===== src/rtl/boot_loader.sv =====
// Program loader and reset sequencer: streams words into instruction memory
// from address 0, holds the core in reset while loading and for HOLD_CYCLES after.
module boot_loader #(
  parameter int ADDR_W      = 10,
  parameter int DATA_W      = 32,
  parameter int HOLD_CYCLES = 4
) (
  input  logic              clk,
  input  logic              reset,
  input  logic              start,
  input  logic [ADDR_W:0]   len,
  input  logic              s_valid,
  input  logic [DATA_W-1:0] s_data,
  output logic              s_ready,
  output logic              mem_we,
  output logic [ADDR_W-1:0] mem_addr,
  output logic [DATA_W-1:0] mem_wdata,
  output logic              core_resetb,
  output logic              busy,
  output logic              done,
  output logic              err,
  output logic [DATA_W-1:0] checksum
);

  typedef enum logic [1:0] {IDLE, LOAD, HOLD, RUN} state_t;

  localparam int HC_W = (HOLD_CYCLES > 1) ? $clog2(HOLD_CYCLES) : 1;
  localparam logic [ADDR_W:0] LEN_MAX = (ADDR_W+1)'(1) << ADDR_W;

  state_t              state_reg, state_next;
  logic [ADDR_W:0]     len_reg;
  logic [ADDR_W:0]     count_reg;
  logic [HC_W-1:0]     hold_cnt_reg;
  logic                s_ready_reg, mem_we_reg, core_resetb_reg;
  logic                busy_reg, done_reg, err_reg;
  logic [ADDR_W-1:0]   mem_addr_reg;
  logic [DATA_W-1:0]   mem_wdata_reg, checksum_reg;
  logic                hs, start_ok, start_bad;

  always_comb begin
    state_next = state_reg;
    start_ok   = 1'b0;
    start_bad  = 1'b0;
    hs         = s_ready_reg & s_valid;
    case (state_reg)
      IDLE, RUN: begin
        if (start) begin
          if (len > LEN_MAX) begin
            start_bad = 1'b1;
          end else begin
            start_ok   = 1'b1;
            state_next = (len == '0) ? HOLD : LOAD;
          end
        end
      end
      LOAD: begin
        // Leave on the handshake of the final word; its write lands in the first HOLD cycle.
        if (hs && (count_reg == len_reg - (ADDR_W+1)'(1))) state_next = HOLD;
      end
      HOLD: begin
        if (hold_cnt_reg == HC_W'(HOLD_CYCLES - 1)) state_next = RUN;
      end
      default: state_next = IDLE;
    endcase
  end

  always_ff @(posedge clk) begin
    if (reset) begin
      state_reg       <= IDLE;
      len_reg         <= '0;
      count_reg       <= '0;
      hold_cnt_reg    <= '0;
      s_ready_reg     <= 1'b0;
      mem_we_reg      <= 1'b0;
      mem_addr_reg    <= '0;
      mem_wdata_reg   <= '0;
      core_resetb_reg <= 1'b0;
      busy_reg        <= 1'b0;
      done_reg        <= 1'b0;
      err_reg         <= 1'b0;
      checksum_reg    <= '0;
    end else begin
      state_reg <= state_next;
      mem_we_reg <= hs;
      if (hs) begin
        mem_addr_reg  <= count_reg[ADDR_W-1:0];
        mem_wdata_reg <= s_data;
        checksum_reg  <= checksum_reg + s_data;
        count_reg     <= count_reg + (ADDR_W+1)'(1);
      end
      if (start_ok) begin
        len_reg      <= len;
        count_reg    <= '0;
        checksum_reg <= '0;
        err_reg      <= 1'b0;
      end
      if (start_bad) err_reg <= 1'b1;
      hold_cnt_reg    <= (state_reg == HOLD) ? hold_cnt_reg + HC_W'(1) : '0;
      // Outputs are decoded from the next state so they change together with it.
      s_ready_reg     <= (state_next == LOAD);
      busy_reg        <= (state_next == LOAD) || (state_next == HOLD);
      core_resetb_reg <= (state_next == RUN);
      done_reg        <= (state_next == RUN) && (state_reg != RUN);
    end
  end

  assign s_ready     = s_ready_reg;
  assign mem_we      = mem_we_reg;
  assign mem_addr    = mem_addr_reg;
  assign mem_wdata   = mem_wdata_reg;
  assign core_resetb = core_resetb_reg;
  assign busy        = busy_reg;
  assign done        = done_reg;
  assign err         = err_reg;
  assign checksum    = checksum_reg;

endmodule


===== config.mk =====
export PLATFORM = sky130hd
export DESIGN_NAME = boot_loader
export DESIGN_NICKNAME = d
export VERILOG_FILES = /design/src/rtl/boot_loader.sv
export SDC_FILE = /design/constraint.sdc
export NUM_CORES = 1
export LEC_CHECK = 0
export CELL_PAD_IN_SITES_DETAIL_PLACEMENT = 1
export CELL_PAD_IN_SITES_GLOBAL_PLACEMENT = 1
export CORE_ASPECT_RATIO = 0.9
export CORE_MARGIN = 2
export CORE_UTILIZATION = 40
export DETAILED_ROUTE_END_ITERATION = 10
export GPL_TIMING_DRIVEN = 0
export HOLD_SLACK_MARGIN = 0.15
export PLACE_DENSITY = 0.82
export SLEW_MARGIN = 40
export SYNTH_ARGS = -nofsm -noshare
export SYNTH_HDL_FRONTEND = slang
export SYNTH_SLANG_ARGS = --single-unit

===== constraint.sdc =====
create_clock -name clk -period 6.4 [get_ports clk]
set_clock_uncertainty 0.2 [all_clocks]
set_input_delay 1.92 -clock clk [delete_from_list [all_inputs] [get_ports clk]]
set_output_delay 1.92 -clock clk [all_outputs]
set_load 0.05 [all_outputs]

==> qor.yml <==
floorplanning:
  core_um2: 14660
  die_area_um2: 15890
  die_h_um: 119.8
  std_cell_rows: 42
  io_pins: 127
  start_util: 0.4065
  dieWidth_um: 132.7
yosys:
  synthCells: 745
  yosysSeqAreaShare: 0.3561
  syn_area_um2: 5959
  ys_top_cells_by_count: "153 x nand2_1, 106 x dfxtp_1, 97 x a21oi_1, 46 x nor2_1, 40 x ha_1"
  avgSynthCellArea_um2: 7.999
  yosysTopAreaCell: "dfxtp_1"
  ys_seq_elements: 106
  ys.flop_type: "dfxtp_1"
  ys_types: 64
  syn_nets: 833
  yosys_warnings: 0
  yosys-top-cells-area: "dfxtp_1 36%, nand2_1 9.6%, ha_1 8.4%, a21oi_1 8.1%, xor2_1 3.5%"
  post-synth-top-count-cell: "nand2_1"
  async_reset_ff_frac: 0
  yosys.area.top_type_share: 0.3561
  synth-edff-count: 0
final_layout:
  fin_cells: 1084
  final_util: 0.5345
  areaGrowthSynthToFinish_pct: 31.49
  seq_area_um2: 2122
  multi_input_area_um2: 3640
  fin_nets: 969
  diodes: 0
  drive_gt1_frac: 0.04289
  fill_cells: 1767
sta:
  final_max_slew_viol_count: 0
  tightest_slew_ns: 0.7058
  rsz0062_at_grt: "no"
  max_freq_ghz: 0.2004
  fin_setup_tns_ns: 0
  slew_headroom: 0.5295
  finalHoldViolCount: 0
  period_needed_ns: 4.991
  period_share: 0.7798
  finalSetupViolations: 0
clocking:
  cts_setup_buffers: 0
  tritoncts: "yes"
  clk_latency_ns: 0.36
  cts_sinks: 106
  hold_buffers: 0
  cts_root_buf: "clkbuf_16"
  cts-resized-gates: 0
  clk_pin_slew_ns: 0.07
  htreeDepth: 3
  numCtsBuffers: 9
  cts_max_path_buffers: 2
detailed_routing:
  drc: 0
  detail_route.wl_per_cell_um: 17.87
  wl_mm: 19.37
  drtIter0Drc: 347
  dr.pass1.iters: 5
  routed-via-count: 5969
  viasPerCell: 5.506
  ant_nets: 0
global_routing:
  top_usage_layer: "met2"
  grt_pass1_wl_mm: 31.16
  grt.total_usage: 0.2458
  met2_usage: 0.4488
  antenna_found_initial: 0
  grtUsageMet1: 0.2986
  grt_max_degree: 18
  grt.met3_usage: 0.04774
  overflow: 0
  grt_pass1_vias: 6172
critical_path:
  cp_cell_sequence: "clkdlybuf4s50_1, ha_1, inv_1, fa_1, nor2b_1, o2111ai_1, a21oi_1, o21ai_0, o21ai_1, a21oi_1, xnor2_1, a22o_1"
  cp-end-kind: "register"
  critPathKind: "primary input to register"
  rr_worst_depth: 13
  crit_path_start: "s_data[0]"
  worstPathArrival_ns: 5.05
  ff2ff_setup_slack_ns: 2.95
  crit_fanout: 4
  start_kind: "primary input"
  required_ns: 6.46
  timing.rr.start: "len_reg[0]"
  critPathMostFrequentCell: "a21oi_1"
  cp_slowest_cell: "clkdlybuf4s50_1"
  critical_path.max_stage_delay_ns: 0.53
place:
  place_hpwl_mm: 14.82
  gp_congestion: 0.9190
  io_buffers: 125
  dp_cells: 1068
hold_path:
  min-delay-path-class: "register to register"
  min-delay-start: "hold_cnt_reg[0]"
  holdPathStages: 1
outcome:
  status: "complete, no violations"
pwr:
  power_density_nw_per_um2: 287.6
  power_leakage_nw: 2.972
  p_total_mw: 2.254
  peakVddDrop_v: 0.0002226
job:
  cap_violations: 0
routing by layer:
layer  vias up  part of all wire
met3        27             0.040
met1      2925              0.44
met5         -                 0
met2       144              0.50
met4         0             0.016
li1       2873                 -
cell usage in the layout (no fill, tap or decap), types with 5 or more instances in the layout:
master and instances:
a211oi_1 7, a21boi_0 5, a21o_1 13, a21oi_1 97, a22o_1 8, and3_1 9, clkbuf_1 35, clkbuf_16 9
clkdlybuf4s50_1 125, dfxtp_1 106, ha_1 40, inv_1 13, mux2i_1 12, nand2_1 153, nand3_1 16, nand4_1 7
nor2_1 46, nor2b_1 10, nor3_1 10, o21a_1 7, o21ai_0 25, xnor2_1 23, xor2_1 24
critical path, delay by kind of cell:
kind,cells,cell delay (ns)
xor+xnor,1,0.15
compound gates,6,1.49
simple gates,1,0.25
buf+inv,2,0.61
fa+ha+maj,2,0.61
final cells by class:
cell class / count / share of cell area
inverter: 13 / 0.006227
tap: 198 / 0.03161
timing repair buffer: 125 / 0.1597
sequential: 106 / 0.2708
clock inverter: 7 / 0.01804
buffer: 40 / 0.02044
multi-input combinational: 586 / 0.4645
clock buffer: 9 / 0.02874
worst paths after layout:
kind	endpoint
worst min-delay path	hold_cnt_reg[0]
worst max-delay path	checksum[28]
worst max register to register	done
worst min register to register	hold_cnt_reg[0]
report_power, final:
group | internal, mW | switching (mW) | total, mW | leakage (nW)
Sequential | 0.714 | 0.0445 | 0.759 | 0.858
Combinational | 0.293 | 0.515 | 0.808 | 1.94
Clock | 0.422 | 0.266 | 0.688 | 0.176
Total | 1.43 | 0.825 | 2.25 | 2.97
logic make-up after synthesis:
family,share of synthesized area
multiplexers,0.02016
AO/OA/AOI/OAI,0.2144
AND/OR/NAND/NOR,0.2179
buffers and inverters,0.03506
adder cells (fa/ha/maj),0.08734
XOR/XNOR,0.06907
flip-flops,0.3561
through the flow:
stage,instance area (µm²),worst slack [ns],hold WS (ns)
floorplan,5959,2.156,0.2049
global placement,7458,1.145,0.2158
detailed placement,7458,1.117,0.2284
CTS,7825,1.470,0.2391
global route,7836,1.275,0.2618
finish,7836,1.409,0.2326
Power figures use the tool's default switching activity.
